File: config.mk
export PLATFORM = sky130hd
export DESIGN_NAME = stdcore_fifo_arbiter
export DESIGN_NICKNAME = d
export VERILOG_FILES = /design/src/rtl/stdcore_fifo_arbiter.sv
export SDC_FILE = /design/constraint.sdc
export NUM_CORES = 1
export LEC_CHECK = 0
export BUFFER_PORTS_ARGS = -buffer_cell sky130_fd_sc_hd__buf_2
export CORE_UTILIZATION = 44
export CTS_CLUSTER_SIZE = 25
export DETAILED_ROUTE_END_ITERATION = 12
export PLACE_DENSITY = 0.77
export SLEW_MARGIN = 20
export SYNTH_ARGS = -nofsm -noshare
export SYNTH_HDL_FRONTEND = slang
export SYNTH_SLANG_ARGS = --single-unit
File: constraint.sdc
create_clock -name clk -period 1.6 [get_ports clk]
set_input_delay 0.48 -clock clk [delete_from_list [all_inputs] [get_ports clk]]
set_output_delay 0.48 -clock clk [all_outputs]
set_load 0.02 [all_outputs]
File: src/rtl/stdcore_fifo_arbiter.sv
// stdcore_fifo_arbiter: round-robin, packet-locking N:1 ready/valid merge with registered output.
// Optional build macro STDCORE_FIFOARB_PRIO0_EN lets requester 0 pre-empt the rotation in IDLE.
module stdcore_fifo_arbiter #(
    parameter  int N    = 2,
    parameter  int DW   = 8,
    parameter  int LOCK = 1,
    localparam int IW   = (N > 1) ? $clog2(N) : 1
) (
    input  logic            clk,
    input  logic            arst_n,
    input  logic [N*DW-1:0] p,
    input  logic [N-1:0]    p_last,
    input  logic [N-1:0]    p_val,
    output logic [N-1:0]    p_rdy,
    output logic [DW-1:0]   c,
    output logic            c_last,
    output logic [IW-1:0]   c_id,
    output logic            c_val,
    input  logic            c_rdy
);

    typedef enum logic {
        IDLE = 1'b0,
        BUSY = 1'b1
    } state_t;

    state_t        state_q, state_d;
    logic [IW-1:0] gnt_q, gnt_d;
    logic [IW-1:0] ptr_q, ptr_d;
    logic [DW-1:0] c_q, c_d;
    logic          c_last_q, c_last_d;
    logic [IW-1:0] c_id_q, c_id_d;
    logic          c_val_q, c_val_d;
`ifdef STDCORE_FIFOARB_PRIO0_EN
    logic          ovr_q, ovr_d;
`endif

    logic          slot_free_s;
    logic          accept_s;
    logic          release_s;
    logic [N-1:0]  p_rdy_s;
    logic [IW:0]   pick_s;
    logic [DW-1:0] beat_dat_s;
    logic          beat_last_s;
    logic          beat_val_s;
    logic [IW-1:0] ptr_next_s;

    // Returns {found, index} of the first set request at or after start, wrapping N-1 -> 0.
    function automatic logic [IW:0] rr_pick(input logic [N-1:0] req, input logic [IW-1:0] start);
        logic [IW:0] res;
        int          idx;
        res = '0;
        for (int i = N - 1; i >= 0; i--) begin
            idx = int'(start) + i;
            idx = (idx >= N) ? (idx - N) : idx;
            res = req[idx] ? {1'b1, IW'(idx)} : res;
        end
        return res;
    endfunction

    // Granted requester's beat, handshake and release decode
    always_comb begin
        beat_dat_s  = p[int'(gnt_q) * DW +: DW];
        beat_last_s = p_last[gnt_q];
        beat_val_s  = p_val[gnt_q];
        slot_free_s = !c_val_q || c_rdy;
        p_rdy_s     = '0;
        if (state_q == BUSY) begin
            p_rdy_s[gnt_q] = slot_free_s;
        end else begin
            p_rdy_s = '0;
        end
        accept_s   = (state_q == BUSY) && beat_val_s && slot_free_s;
        release_s  = accept_s && (beat_last_s || (LOCK == 0));
        ptr_next_s = (gnt_q == IW'(N - 1)) ? '0 : (gnt_q + IW'(1));
        pick_s     = rr_pick(p_val, ptr_q);
    end

    // Grant FSM: search in IDLE, hold the grant in BUSY until release
    always_comb begin
        state_d = state_q;
        gnt_d   = gnt_q;
        ptr_d   = ptr_q;
`ifdef STDCORE_FIFOARB_PRIO0_EN
        ovr_d   = ovr_q;
`endif
        case (state_q)
            IDLE: begin
`ifdef STDCORE_FIFOARB_PRIO0_EN
                // An override win leaves ptr alone so the 1..N-1 rotation is not disturbed.
                if (p_val[0]) begin
                    state_d = BUSY;
                    gnt_d   = '0;
                    ovr_d   = (ptr_q != '0);
                end else if (pick_s[IW]) begin
                    state_d = BUSY;
                    gnt_d   = pick_s[IW-1:0];
                    ovr_d   = 1'b0;
                end else begin
                    state_d = IDLE;
                end
`else
                if (pick_s[IW]) begin
                    state_d = BUSY;
                    gnt_d   = pick_s[IW-1:0];
                end else begin
                    state_d = IDLE;
                end
`endif
            end
            BUSY: begin
                if (release_s) begin
                    state_d = IDLE;
`ifdef STDCORE_FIFOARB_PRIO0_EN
                    ptr_d   = ovr_q ? ptr_q : ptr_next_s;
                    ovr_d   = 1'b0;
`else
                    ptr_d   = ptr_next_s;
`endif
                end else begin
                    state_d = BUSY;
                end
            end
            default: begin
                state_d = IDLE;
                gnt_d   = '0;
                ptr_d   = '0;
            end
        endcase
    end

    // Output register: load on accept, drop valid once consumed, otherwise hold
    always_comb begin
        c_d      = c_q;
        c_last_d = c_last_q;
        c_id_d   = c_id_q;
        c_val_d  = c_val_q;
        if (accept_s) begin
            c_d      = beat_dat_s;
            c_last_d = beat_last_s;
            c_id_d   = gnt_q;
            c_val_d  = 1'b1;
        end else if (c_rdy) begin
            c_val_d  = 1'b0;
        end else begin
            c_val_d  = c_val_q;
        end
    end

    // State and output flops
    always_ff @(posedge clk or negedge arst_n) begin
        if (!arst_n) begin
            state_q  <= IDLE;
            gnt_q    <= '0;
            ptr_q    <= '0;
            c_q      <= '0;
            c_last_q <= 1'b0;
            c_id_q   <= '0;
            c_val_q  <= 1'b0;
`ifdef STDCORE_FIFOARB_PRIO0_EN
            ovr_q    <= 1'b0;
`endif
        end else begin
            state_q  <= state_d;
            gnt_q    <= gnt_d;
            ptr_q    <= ptr_d;
            c_q      <= c_d;
            c_last_q <= c_last_d;
            c_id_q   <= c_id_d;
            c_val_q  <= c_val_d;
`ifdef STDCORE_FIFOARB_PRIO0_EN
            ovr_q    <= ovr_d;
`endif
        end
    end

    assign p_rdy  = p_rdy_s;
    assign c      = c_q;
    assign c_last = c_last_q;
    assign c_id   = c_id_q;
    assign c_val  = c_val_q;

endmodule

==> metrics.txt, run 1 <==
# TYPE chip_impl_metric gauge
chip_impl_metric{name="htree_num_levels",unit=""} 1
chip_impl_info{name="status",value="complete, but fails checks"} 1
chip_impl_metric{name="die_y",unit="um"} 43.4
chip_impl_metric{name="ys_ff_latch",unit=""} 14
chip_impl_metric{name="grt_antenna_before_repair",unit=""} 0
chip_impl_metric{name="buffers_on_ports",unit=""} 35
chip_impl_metric{name="cts-root-to-sink-buffers",unit=""} 2
chip_impl_metric{name="floorplan.die_area",unit="um^2"} 1880
chip_impl_metric{name="total_of_endpoints_with_negative_setup_slack_in_the_final_report",unit=""} 0
chip_impl_metric{name="gpl.final_weighted_congestion",unit=""} 0.851
chip_impl_metric{name="layout_min_cycle_time",unit="ns"} 1.54
chip_impl_metric{name="clkSlewWorstSetupHoldPaths",unit="ns"} 0.08
chip_impl_metric{name="first_pass_grt_wire_length",unit="mm"} 2.16
chip_impl_metric{name="insertion_delay",unit="ns"} 0.27
chip_impl_metric{name="crit_fanout",unit=""} 3
chip_impl_metric{name="ant_nets",unit=""} 0
chip_impl_info{name="yosys-top-cells-area",value="sky130_fd_sc_hd__dfrtp_1 (46%), sky130_fd_sc_hd__mux2_4 (18%), sky130_fd_sc_hd__mux2_2 (12%)"} 1
chip_impl_info{name="synth.largest_area_cell",value="sky130_fd_sc_hd__dfrtp_1"} 1
chip_impl_metric{name="pwr_density_cell",unit="nW/um^2"} 2020
chip_impl_info{name="root_buffer_cell",value="sky130_fd_sc_hd__clkbuf_4"} 1
chip_impl_metric{name="number_of_global_route_vias_before_repair",unit=""} 514
chip_impl_metric{name="hold_bufs_inserted_after_cts",unit=""} 0
chip_impl_info{name="mostFrequentLayoutCell",value="sky130_fd_sc_hd__buf_2"} 1
chip_impl_metric{name="final_net_count",unit=""} 120
chip_impl_metric{name="synth_cell_type_count",unit=""} 21
chip_impl_metric{name="area_delta_synth_final",unit="%"} 32.2
chip_impl_info{name="setup.worst_path.class",value="input port to output pin"} 1
chip_impl_metric{name="post-place-ws",unit="ns"} 0.0112
chip_impl_metric{name="core.rowCount",unit=""} 14
chip_impl_metric{name="count_of_unresolved_drc_violations_after_routing",unit=""} 3
chip_impl_info{name="worstSetupStartpointType",value="input port"} 1
chip_impl_metric{name="fin_tns_setup",unit="ns"} 0
chip_impl_metric{name="io_pins",unit=""} 36
chip_impl_metric{name="synth_top_cell_area_share",unit="%"} 46.4
chip_impl_metric{name="timing_max_transition_violations_final",unit=""} 0
chip_impl_metric{name="tightest_slew",unit="ns"} 0.301
chip_impl_metric{name="final_core_utilization",unit="%"} 64.0
chip_impl_metric{name="cts.sink_count",unit=""} 14
chip_impl_metric{name="clock_skew",unit="ns"} 0.00534
chip_impl_metric{name="synth_cells",unit=""} 54
chip_impl_metric{name="drive_gt1_share",unit="%"} 69.5
chip_impl_metric{name="syn_nets",unit=""} 77
chip_impl_metric{name="design.core.area",unit="um^2"} 1560
chip_impl_metric{name="grt_start_max_net_pins",unit=""} 15
chip_impl_info{name="timing.hold.worst.class",value="input port to async pin"} 1
chip_impl_metric{name="crit_required",unit="ns"} 1.12
chip_impl_info{name="grt_setup_unrepaired",value="false"} 1
chip_impl_metric{name="multi_input_area",unit="um^2"} 358
chip_impl_info{name="crit_path_end_kind",value="output pin"} 1
chip_impl_metric{name="antennaDiodeCount",unit=""} 0
chip_impl_info{name="tritoncts_clock_tree",value="yes"} 1
chip_impl_info{name="critical-path-top-delay-family",value="simple AND/OR/NAND/NOR gates"} 1
chip_impl_metric{name="grt_use_total",unit="%"} 15.7
chip_impl_metric{name="yosysWarningCount",unit=""} 0
chip_impl_metric{name="layout.filler_cells",unit=""} 130
chip_impl_metric{name="total_wire_length_after_detailed_routing",unit="mm"} 1.33
chip_impl_metric{name="grt_overflow_total",unit=""} 0
chip_impl_metric{name="dr.pass1.iters",unit=""} 8
chip_impl_metric{name="portion_of_the_clock_cycle_consumed_by_the_worst_path_in_the_final_layout",unit="%"} 96.5
chip_impl_metric{name="register_area",unit="um^2"} 352
chip_impl_metric{name="die_x",unit="um"} 43.4
chip_impl_metric{name="max_freq",unit="MHz"} 648
chip_impl_metric{name="place_inst",unit=""} 105
chip_impl_metric{name="maxcap_viol_count",unit=""} 0
chip_impl_metric{name="hold_viol_final",unit=""} 0
chip_impl_metric{name="final.setup.worst_slack",unit="ns"} 0.0565
chip_impl_metric{name="p_leak",unit="nW"} 0.529
chip_impl_metric{name="layout.cells.non_filler",unit=""} 111
chip_impl_metric{name="worst_ir_drop_vdd",unit="mV"} 1.10
chip_impl_metric{name="max_slew_headroom_at_the_worst_pin",unit="%"} 80.0
chip_impl_metric{name="initialDrtViolationCount",unit=""} 7
chip_impl_info{name="crit_chain",value="buf_2 -> nand2b_2 -> and3_4 -> buf_6"} 1
chip_impl_metric{name="detail_route.wl_per_cell",unit="um"} 12.0
chip_impl_metric{name="place.detailed.hpwl",unit="mm"} 1.03
chip_impl_metric{name="synth_seq_area_share",unit="%"} 46.4
chip_impl_metric{name="max_stage_delay",unit="ns"} 0.19
chip_impl_metric{name="power",unit="W"} 0.00201
chip_impl_metric{name="crit_arrival",unit="ns"} 1.06
chip_impl_info{name="critPathSlowestCell",value="sky130_fd_sc_hd__and3_4"} 1
chip_impl_metric{name="initial_utilization",unit="%"} 48.4
chip_impl_info{name="violated_checks",value="DRC"} 1
chip_impl_metric{name="avgSynthCellArea",unit="um^2"} 14.0
chip_impl_info{name="layout_common_cells",value="sky130_fd_sc_hd__buf_2 (34), sky130_fd_sc_hd__dfrtp_1 (13), sky130_fd_sc_hd__mux2_4 (9)"} 1
chip_impl_metric{name="route.detailed.vias_per_inst",unit=""} 5.15
chip_impl_metric{name="dr_total_vias",unit=""} 572
chip_impl_metric{name="cts-buffers-inserted",unit=""} 3
chip_impl_metric{name="post_synth_instance_area",unit="um^2"} 754
chip_impl_metric{name="cp_num_buf_inv",unit=""} 2
==> Yosys cell counts <==
cell type	n
sky130_fd_sc_hd__a41oi_1	1
sky130_fd_sc_hd__buf_4	1
sky130_fd_sc_hd__o32a_1	1
sky130_fd_sc_hd__nor2_1	1
sky130_fd_sc_hd__a21oi_1	1
sky130_fd_sc_hd__o2bb2ai_1	1
sky130_fd_sc_hd__nand2b_2	1
sky130_fd_sc_hd__mux2_1	1
sky130_fd_sc_hd__buf_6	1
sky130_fd_sc_hd__a31oi_1	1
sky130_fd_sc_hd__buf_12	1
sky130_fd_sc_hd__nand3_4	1
sky130_fd_sc_hd__mux2_4	9
sky130_fd_sc_hd__nand4_1	1
sky130_fd_sc_hd__and3_1	1
sky130_fd_sc_hd__mux2_2	8
sky130_fd_sc_hd__mux2i_1	2
sky130_fd_sc_hd__dfrtp_1	14
sky130_fd_sc_hd__inv_1	2
sky130_fd_sc_hd__buf_2	1
sky130_fd_sc_hd__nand2_1	4
==> final timing paths <==
check	slack, ns	endpoint	cells after the start	from
min reg2reg	0.51	c[7]	1	c[7]
min in group clk	0.44	gnt_q	2	p_val[0]
max	0.06	p_rdy[1]	4	c_rdy
min	0.08	c_id	1	arst_n
max in group asynchronous	1.26	state_q	1	arst_n
max reg2reg	0.10	c[7]	4	gnt_q
==> kinds of logic after synthesis <==
| group | synth area share [%] |
|---|---|
| flops | 46.4 |
| buf+inv | 6.80 |
| mux | 34.0 |
| simple gates | 7.63 |
| compound gates | 5.14 |
==> state kept, by name (all words and copies together), names as in the netlist <==
| register | flops |
|---|---|
| c | 8 |
| c_id | 1 |
| c_last | 1 |
| c_val | 1 |
| gnt_q | 1 |
| ptr_q | 1 |
| state_q | 1 |
==> final cells by class <==
| cell class | count | area share [%] |
|---|---|---|
| clock buffer | 3 | 2.26 |
| inverter | 2 | 0.753 |
| multi-input combinational | 34 | 35.9 |
| sequential | 14 | 35.3 |
| tap | 16 | 2.01 |
| timing repair buffer | 42 | 23.8 |
==> timing repair <==
item                                    CTS  global route
buffers inserted                          1             2
endpoints found under the setup margin    2             1
resized for setup                         3             2
==> layer usage <==
| metal | vias to the layer above | share of wire (%) | track usage (%) | routed length, um |
|---|---|---|---|---|
| met1 | 270 | 45 | 20.4 | 603 |
| met5 | - | 0 | 0 | 0 |
| met3 | 0 | 5.5 | 3.75 | 73 |
| li1 | 276 | - | - | - |
| met4 | 0 | 0 | 5.63 | 0 |
| met2 | 26 | 49 | 25.8 | 656 |
==> where the power goes <==
part	internal [W]	switching [W]
clock	0.0000870	0.000101
combinational	0.000634	0.000543
sequential	0.000534	0.000115
==> worst register-to-register path: cells and delay by family (launching register included) <==
kind	cells	cell delay (ns)
simple gates	1	0.20
mux	2	0.66
buf+inv	1	0.14
flops	1	0.39
==> through the flow <==
stage / cell area [um^2] / hold WS (ns)
after global placement: 936 / 0.387
after floorplan: 754 / 0.184
after CTS: 973 / 0.0939
final: 997 / 0.0836
after global routing: 997 / 0.101
after detailed placement: 936 / 0.388
Power figures use the tool's default switching activity.
==> run 2: changes to the inputs <==
--- a/config.mk
+++ b/config.mk
@@ -5,8 +5,9 @@
 export SDC_FILE = /design/constraint.sdc
 export NUM_CORES = 1
 export LEC_CHECK = 0
+export ABC_AREA = 1
 export BUFFER_PORTS_ARGS = -buffer_cell sky130_fd_sc_hd__buf_2
-export CORE_UTILIZATION = 44
+export CORE_UTILIZATION = 43
 export CTS_CLUSTER_SIZE = 25
 export DETAILED_ROUTE_END_ITERATION = 12
 export PLACE_DENSITY = 0.77
==> constraint.sdc (replaced) <==
create_clock -name clk -period 1.6 [get_ports clk]
set_input_delay 0.08 -clock clk [delete_from_list [all_inputs] [get_ports clk]]
set_output_delay 0.08 -clock clk [all_outputs]
set_load 0.02 [all_outputs]
==> run 2 against run 1 <==
  * The flow now finishes without violations
  * Non-clock buffer count shrank 5
  * Sequential cell count unchanged
  * Global-route usage rose by 2.7 points
  * Worst hold slack lost 0.013 ns
  * First-iteration DRC count rose by 140%
  * Register-to-register slack gained 0.18 ns
  * Routed wire length rose by 9.8%
  * Cell count is 22% higher
  * Critical path depth down 1
  * Critical path type is now flip-flop to output pin
  * Critical endpoint unchanged
  * Largest cell class is now sequential cells
  * Largest power group unchanged
==> metrics.txt, run 2 <==
# TYPE chip_impl_metric gauge
chip_impl_info{name="status",value="completed"} 1
chip_impl_metric{name="crit_fanout",unit=""} 13
chip_impl_metric{name="route.detailed.vias_per_inst",unit=""} 4.90
chip_impl_metric{name="detail_route.wl_per_cell",unit="um"} 10.9
chip_impl_metric{name="r2r_cells",unit=""} 6
chip_impl_metric{name="ant_nets",unit=""} 0
chip_impl_metric{name="grt_use_total",unit="%"} 18.4
chip_impl_metric{name="antennaDiodeCount",unit=""} 0
chip_impl_info{name="whs_endpoint",value="gnt_q"} 1
chip_impl_metric{name="portion_of_the_clock_cycle_consumed_by_the_worst_path_in_the_final_layout",unit="%"} 88.4
chip_impl_info{name="root_buffer_cell",value="sky130_fd_sc_hd__clkbuf_4"} 1
chip_impl_info{name="synth_commonest_cells",value="sky130_fd_sc_hd__nand2_1 (22), sky130_fd_sc_hd__dfrtp_1 (14), sky130_fd_sc_hd__o21ai_0 (9)"} 1
chip_impl_metric{name="design.core.area",unit="um^2"} 1510
chip_impl_metric{name="first_pass_grt_wire_length",unit="mm"} 2.45
chip_impl_info{name="largest_family_of_logic_cells_by_synthesized_area",value="simple AND/OR/NAND/NOR gates"} 1
chip_impl_info{name="hold_path.startpoint",value="p_val[1]"} 1
chip_impl_metric{name="initial_utilization",unit="%"} 46.1
chip_impl_metric{name="grt_start_max_net_pins",unit=""} 21
chip_impl_metric{name="dr.pass1.iters",unit=""} 4
chip_impl_info{name="crit_path_end_kind",value="output pin"} 1
chip_impl_metric{name="dr_total_vias",unit=""} 661
chip_impl_metric{name="die_y",unit="um"} 42.2
chip_impl_metric{name="hold_viol_final",unit=""} 0
chip_impl_metric{name="final_core_utilization",unit="%"} 59.6
chip_impl_info{name="r2r_end",value="c[5]"} 1
chip_impl_metric{name="grt_overflow_total",unit=""} 0
chip_impl_metric{name="area_delta_synth_final",unit="%"} 29.2
chip_impl_metric{name="cts-buffers-inserted",unit=""} 3
chip_impl_metric{name="crit_arrival",unit="ns"} 1.33
chip_impl_metric{name="power",unit="W"} 0.00174
chip_impl_metric{name="yosys.area_share.simple",unit="%"} 25.2
chip_impl_metric{name="core.rowCount",unit=""} 14
chip_impl_metric{name="holdPathStages",unit=""} 3
chip_impl_metric{name="syn_nets",unit=""} 106
chip_impl_metric{name="cts.sink_count",unit=""} 14
chip_impl_info{name="grt_setup_unrepaired",value="false"} 1
chip_impl_metric{name="register_area",unit="um^2"} 350
chip_impl_metric{name="synth_cells",unit=""} 83
chip_impl_metric{name="synth_xor_area_share",unit="%"} 0
chip_impl_info{name="synth.most_common_cell",value="sky130_fd_sc_hd__nand2_1"} 1
chip_impl_metric{name="gpl.final_weighted_congestion",unit=""} 0.916
chip_impl_metric{name="total_of_endpoints_with_negative_setup_slack_in_the_final_report",unit=""} 0
chip_impl_metric{name="multi_input_area",unit="um^2"} 285
chip_impl_metric{name="drive_gt1_share",unit="%"} 42.0
chip_impl_metric{name="floorplan.die_area",unit="um^2"} 1780
chip_impl_metric{name="layout_min_cycle_time",unit="ns"} 1.41
chip_impl_metric{name="place.detailed.hpwl",unit="mm"} 1.11
chip_impl_metric{name="layout.cells.non_filler",unit=""} 135
chip_impl_info{name="setup.worst_path.class",value="flip-flop to output pin"} 1
chip_impl_metric{name="timing_max_transition_violations_final",unit=""} 0
chip_impl_metric{name="synth_seq_area_share",unit="%"} 50.5
chip_impl_metric{name="clock_skew",unit="ns"} 0.000930
chip_impl_metric{name="final_net_count",unit=""} 144
chip_impl_metric{name="synth_top_cell_area_share",unit="%"} 50.5
chip_impl_metric{name="fin_tns_setup",unit="ns"} 0
chip_impl_metric{name="place_inst",unit=""} 131
chip_impl_metric{name="initialDrtViolationCount",unit=""} 17
chip_impl_info{name="ys.flop_type",value="sky130_fd_sc_hd__dfrtp_1"} 1
chip_impl_metric{name="yosysWarningCount",unit=""} 0
chip_impl_metric{name="clkSlewWorstSetupHoldPaths",unit="ns"} 0.07
chip_impl_metric{name="cts-root-to-sink-buffers",unit=""} 2
chip_impl_metric{name="number_of_enable_flip_flop_cells_after_synthesis",unit=""} 0
chip_impl_metric{name="number_of_global_route_vias_before_repair",unit=""} 603
chip_impl_metric{name="layout.filler_cells",unit=""} 129
chip_impl_metric{name="synth_fa_ha_area_share",unit="%"} 0
chip_impl_metric{name="r2r_slack",unit="ns"} 0.28
chip_impl_metric{name="largest_register_ffs",unit=""} 8
chip_impl_metric{name="buffers_on_ports",unit=""} 35
chip_impl_info{name="yosys-top-cells-area",value="sky130_fd_sc_hd__dfrtp_1 (50%), sky130_fd_sc_hd__nand2_1 (12%), sky130_fd_sc_hd__o21ai_0 (6.5%)"} 1
chip_impl_metric{name="area_fraction_in_compound_gates_after_synthesis",unit="%"} 15.9
chip_impl_metric{name="avgSynthCellArea",unit="um^2"} 8.37
chip_impl_metric{name="count_of_unresolved_drc_violations_after_routing",unit=""} 0
chip_impl_metric{name="setup_repair_bufs_after_cts",unit=""} 0
chip_impl_metric{name="grt_antenna_before_repair",unit=""} 0
chip_impl_info{name="tritoncts_clock_tree",value="yes"} 1
chip_impl_info{name="worst_r2r_startpoint",value="gnt_q"} 1
chip_impl_metric{name="crit_required",unit="ns"} 1.52
chip_impl_metric{name="postSynth.asyncResetShare",unit="%"} 100
chip_impl_metric{name="insertion_delay",unit="ns"} 0.27
chip_impl_metric{name="die_x",unit="um"} 42.2
chip_impl_metric{name="io_pins",unit=""} 36
chip_impl_info{name="layout_common_cells",value="sky130_fd_sc_hd__buf_2 (35), sky130_fd_sc_hd__nand2_1 (22), sky130_fd_sc_hd__dfrtp_1 (14)"} 1
chip_impl_metric{name="ys_ff_latch",unit=""} 14
chip_impl_metric{name="pwr_density_cell",unit="nW/um^2"} 1940
chip_impl_metric{name="post_synth_instance_area",unit="um^2"} 694
chip_impl_metric{name="max_slew_headroom_at_the_worst_pin",unit="%"} 75.3
chip_impl_metric{name="max_freq",unit="MHz"} 707
chip_impl_metric{name="htree_num_levels",unit=""} 1
chip_impl_info{name="worstSetupStartpointType",value="flip-flop"} 1
chip_impl_metric{name="yosys-mux-area-fraction",unit="%"} 0
chip_impl_metric{name="maxcap_viol_count",unit=""} 0
chip_impl_info{name="mostFrequentLayoutCell",value="sky130_fd_sc_hd__buf_2"} 1
chip_impl_metric{name="total_wire_length_after_detailed_routing",unit="mm"} 1.47
chip_impl_metric{name="synth_cell_type_count",unit=""} 17
chip_impl_info{name="timing.hold.worst.class",value="input port to flip-flop"} 1
chip_impl_metric{name="p_leak",unit="nW"} 0.505
chip_impl_info{name="synth.largest_area_cell",value="sky130_fd_sc_hd__dfrtp_1"} 1
chip_impl_metric{name="tightest_slew",unit="ns"} 0.369
chip_impl_metric{name="worst_ir_drop_vdd",unit="mV"} 0.809
[run 2: routing by layer]
metal	up-vias	global-route usage, %	wire length, um
li1	339	-	-
met1	296	23.5	639
met2	22	29.2	717
met3	4	2.59	77
met4	0	11.3	30
met5	-	0	0
[run 2: cell type report]
class                   count  area share, %
flip-flops and latches     14           39.1
multi-input cells          58           31.8
repair buffers             37           21.5
inverters                   7           2.93
clock buffers               3           2.51
well taps                  16           2.23
[run 2: kinds of logic after synthesis]
family                 after synthesis
AO/OA/AOI/OAI                       20
buffers and inverters               11
flip-flops                          14
AND/OR/NAND/NOR                     38
[run 2: per-stage QoR]
step | instance area [um^2] | hold WS [ns] | setup slack [ns]
final | 897 | 0.0704 | 0.186
after global routing | 897 | 0.0791 | 0.0665
after CTS | 897 | 0.0676 | 0.163
after detailed placement | 865 | -0.00697 | 0.312
after global placement | 865 | -0.0105 | 0.313
after floorplan | 694 | -0.216 | 0.393
[run 2: how the worst max path moves through the flow]
stage	slack [ns]	to	depth (start not counted)	from
floorplan	0.39	p_rdy[0]	3	c_val
global placement	0.31	c_id	6	gnt_q
detailed placement	0.31	c[5]	6	gnt_q
CTS	0.16	p_rdy[1]	3	gnt_q
global route	0.07	p_rdy[1]	3	gnt_q
finish	0.19	p_rdy[1]	3	gnt_q
[run 2: power by group]
group          total [W]  switching, W  internal [W]  leakage (nW)
logic           0.000927      0.000596      0.000330         0.321
registers       0.000626     0.0000969      0.000529         0.170
clock network   0.000186     0.0000985     0.0000870        0.0138
total            0.00174      0.000792      0.000947         0.505
[run 2: worst max-delay path, stage by stage (launching register included)]
cell and delay (ns):
sky130_fd_sc_hd__dfrtp_1 0.45, sky130_fd_sc_hd__inv_1 0.22, sky130_fd_sc_hd__nor3_1 0.22, sky130_fd_sc_hd__buf_2 0.19
[run 2: timing repair]
item	in CTS	in global routing
hold endpoints to repair	14	0
hold buffers	1	0
gates resized for setup	0	0
==> run 3: changes to the inputs <==
--- a/config.mk
+++ b/config.mk
@@ -7,10 +7,11 @@
 export LEC_CHECK = 0
 export ABC_AREA = 1
 export BUFFER_PORTS_ARGS = -buffer_cell sky130_fd_sc_hd__buf_2
-export CORE_UTILIZATION = 43
+export CORE_UTILIZATION = 45
+export CTS_BUF_LIST = sky130_fd_sc_hd__clkbuf_4
 export CTS_CLUSTER_SIZE = 25
 export DETAILED_ROUTE_END_ITERATION = 12
-export PLACE_DENSITY = 0.77
+export PLACE_DENSITY = 0.84
 export SLEW_MARGIN = 20
 export SYNTH_ARGS = -nofsm -noshare
 export SYNTH_HDL_FRONTEND = slang
==> run 3 against run 2 <==
  * Clock skew up 0.0041 ns
  * Largest power group unchanged
  * Non-clock buffer count shrank 1
  * Register-to-register slack worse by 0.02 ns
==> metrics.txt, run 3 (same netlist as run 2, synthesis figures left out) <==
# TYPE chip_impl_metric gauge
chip_impl_metric{name="drive_gt1_share",unit="%"} 42.4
chip_impl_metric{name="cts.sink_count",unit=""} 14
chip_impl_metric{name="max_slew_headroom_at_the_worst_pin",unit="%"} 75.8
chip_impl_metric{name="r2r_cells",unit=""} 6
chip_impl_metric{name="largest_register_ffs",unit=""} 8
chip_impl_metric{name="maxcap_viol_count",unit=""} 0
chip_impl_metric{name="post-place-ws",unit="ns"} 0.228
chip_impl_metric{name="proportion_of_power_drawn_by_the_clock_network",unit="%"} 11.2
chip_impl_metric{name="fraction_of_met1_tracks_used_by_global_routing",unit="%"} 23.3
chip_impl_info{name="crit_path_end_kind",value="output pin"} 1
chip_impl_info{name="worstSetupStartpointType",value="flip-flop"} 1
chip_impl_metric{name="number_of_global_route_vias_before_repair",unit=""} 513
chip_impl_metric{name="crit_required",unit="ns"} 1.52
chip_impl_metric{name="grt_start_max_net_pins",unit=""} 21
chip_impl_metric{name="share_seq_of_total_power",unit="%"} 37.2
chip_impl_metric{name="max_stage_delay",unit="ns"} 0.47
chip_impl_metric{name="tightest_slew",unit="ns"} 0.362
chip_impl_metric{name="count_of_unresolved_drc_violations_after_routing",unit=""} 0
chip_impl_metric{name="layout_min_cycle_time",unit="ns"} 1.47
chip_impl_metric{name="hold_viol_final",unit=""} 0
chip_impl_info{name="mostFrequentLayoutCell",value="sky130_fd_sc_hd__buf_2"} 1
chip_impl_metric{name="register_area",unit="um^2"} 352
chip_impl_metric{name="timing.critical_path.depth",unit=""} 3
chip_impl_metric{name="max_freq",unit="MHz"} 680
chip_impl_metric{name="cts-root-to-sink-buffers",unit=""} 2
chip_impl_metric{name="groute.layer.met2.usage",unit="%"} 32.4
chip_impl_metric{name="io_pins",unit=""} 36
chip_impl_metric{name="first_pass_grt_wire_length",unit="mm"} 2.13
chip_impl_metric{name="route.detailed.vias_per_inst",unit=""} 5.08
chip_impl_info{name="worstSetupEndpoint",value="p_rdy[1]"} 1
chip_impl_metric{name="total_wire_length_after_detailed_routing",unit="mm"} 1.55
chip_impl_metric{name="antennaDiodeCount",unit=""} 0
chip_impl_metric{name="timing_max_transition_violations_final",unit=""} 0
chip_impl_info{name="worst_r2r_startpoint",value="gnt_q"} 1
chip_impl_metric{name="crit_fanout",unit=""} 13
chip_impl_metric{name="area_delta_synth_final",unit="%"} 28.1
chip_impl_info{name="grt_most_used_layer",value="met2"} 1
chip_impl_metric{name="final.setup.worst_slack",unit="ns"} 0.128
chip_impl_info{name="status",value="completed"} 1
chip_impl_metric{name="total_of_endpoints_with_negative_setup_slack_in_the_final_report",unit=""} 0
chip_impl_metric{name="floorplan.die_area",unit="um^2"} 1700
chip_impl_metric{name="cp_num_buf_inv",unit=""} 2
chip_impl_metric{name="portion_of_the_clock_cycle_consumed_by_the_worst_path_in_the_final_layout",unit="%"} 92.0
chip_impl_metric{name="buffers_on_ports",unit=""} 35
chip_impl_metric{name="power_report.internal_total",unit="W"} 0.000936
chip_impl_info{name="tritoncts_clock_tree",value="yes"} 1
chip_impl_metric{name="finalInstanceArea",unit="um^2"} 890
chip_impl_metric{name="clkSlewWorstSetupHoldPaths",unit="ns"} 0.08
chip_impl_metric{name="dr.pass1.iters",unit=""} 5
chip_impl_info{name="timing.hold.worst.class",value="input port to flip-flop"} 1
chip_impl_metric{name="insertion_delay",unit="ns"} 0.28
chip_impl_metric{name="dr_total_vias",unit=""} 676
chip_impl_metric{name="grt_antenna_before_repair",unit=""} 0
chip_impl_metric{name="detail_route.wl_per_cell",unit="um"} 11.7
chip_impl_metric{name="design.core.area",unit="um^2"} 1370
chip_impl_info{name="grt_setup_unrepaired",value="false"} 1
chip_impl_metric{name="crit_arrival",unit="ns"} 1.39
chip_impl_metric{name="fin_tns_setup",unit="ns"} 0
chip_impl_metric{name="dpl_cell_area",unit="um^2"} 856
chip_impl_metric{name="grtUsageMet3",unit="%"} 6.52
chip_impl_info{name="root_buffer_cell",value="sky130_fd_sc_hd__clkbuf_4"} 1
chip_impl_info{name="crit_chain",value="inv_1 -> nor3_1 -> buf_2"} 1
chip_impl_info{name="r2r_end",value="c[1]"} 1
chip_impl_metric{name="htree_num_levels",unit=""} 1
chip_impl_metric{name="final_net_count",unit=""} 143
chip_impl_metric{name="cts-buffers-inserted",unit=""} 3
chip_impl_metric{name="initialDrtViolationCount",unit=""} 24
chip_impl_metric{name="place.detailed.hpwl",unit="mm"} 1.15
chip_impl_metric{name="initial_utilization",unit="%"} 50.8
chip_impl_metric{name="grt_overflow_total",unit=""} 0
chip_impl_metric{name="die_x",unit="um"} 41.3
chip_impl_metric{name="worst_ir_drop_vdd",unit="mV"} 0.800
chip_impl_metric{name="gpl.final_weighted_congestion",unit=""} 0.796
chip_impl_metric{name="ant_nets",unit=""} 0
chip_impl_metric{name="die_y",unit="um"} 41.3
chip_impl_metric{name="grt_use_total",unit="%"} 20.3
chip_impl_metric{name="power.switching_fraction",unit="%"} 46.3
chip_impl_metric{name="multi_input_area",unit="um^2"} 285
chip_impl_metric{name="power_frac_comb",unit="%"} 51.6
chip_impl_info{name="critical-path-top-delay-family",value="flip-flops"} 1
chip_impl_metric{name="switching_power",unit="W"} 0.000808
chip_impl_info{name="cp-startpoint",value="gnt_q"} 1
chip_impl_metric{name="timing.hold.ws",unit="ns"} 0.0621
chip_impl_metric{name="clock_skew",unit="ns"} 0.00507
chip_impl_info{name="setup.worst_path.class",value="flip-flop to output pin"} 1
chip_impl_metric{name="layout.filler_cells",unit=""} 130
chip_impl_info{name="layout_common_cells",value="sky130_fd_sc_hd__buf_2 (35), sky130_fd_sc_hd__nand2_1 (22), sky130_fd_sc_hd__dfrtp_1 (13)"} 1
chip_impl_metric{name="pwr_density_cell",unit="nW/um^2"} 1960
chip_impl_metric{name="p_leak",unit="nW"} 0.499
chip_impl_info{name="critPathSlowestCell",value="sky130_fd_sc_hd__dfrtp_2"} 1
chip_impl_metric{name="core.rowCount",unit=""} 13
chip_impl_metric{name="r2r_slack",unit="ns"} 0.26
## run 3: routing by layer
| metal | up-vias | wire length [um] |
|---|---|---|
| met3 | 4 | 129 |
| met2 | 33 | 720 |
| li1 | 342 | - |
| met4 | 0 | 14 |
| met5 | - | 0 |
| met1 | 297 | 686 |
## run 3: per-stage QoR
step / utilization (%) / instances / power, W
2_1_floorplan: - / 83 / 0.00134
3_3_place_gp: 62.6 / 129 / 0.00152
3_5_place_dp: 62.6 / 129 / 0.00156
4_1_cts: 65.1 / 133 / 0.00175
5_1_grt: 65.1 / 133 / 0.00189
6_report: 65.1 / 133 / 0.00174
## run 3: power groups by stage
stage	clock (W)	sequential [W]	combinational [W]
after floorplan	0	0.000792	0.000546
after global placement	0	0.000638	0.000885
after detailed placement	0	0.000653	0.000903
after CTS	0.000198	0.000650	0.000907
after global routing	0.000216	0.000671	0.00100
final	0.000195	0.000649	0.000900
## run 3: worst min path at each step
stage | depth (start not counted) | from | to | slack [ns]
after global routing | 3 | p_val[1] | gnt_q | 0.07
after detailed placement | 1 | arst_n | c_id | -0.01
final | 3 | p_val[1] | gnt_q | 0.06
after CTS | 3 | p_val[1] | gnt_q | 0.06
after floorplan | 0 | arst_n | c[0] | -0.22
after global placement | 1 | arst_n | c_id | -0.01
## run 3: cell type report
type,instances,area share [%]
well taps,15,2.11
repair buffers,36,20.8
clock buffers,3,2.53
multi-input cells,58,32.1
inverters,7,2.95
flip-flops and latches,14,39.5
## run 3: what timing repair did
item                                    4_1_cts  5_1_grt
buffers inserted                              0        0
resized for setup                             1        0
hold endpoints to repair                     14        0
hold buffers                                  1        0
endpoints found under the setup margin        1        0
## run 3: tightest hold or removal path: cells and delay by family
family                 cells  cell delay (ns)
AOI/OAI and AO/OA          2             0.13
buffers and inverters      1             0.09
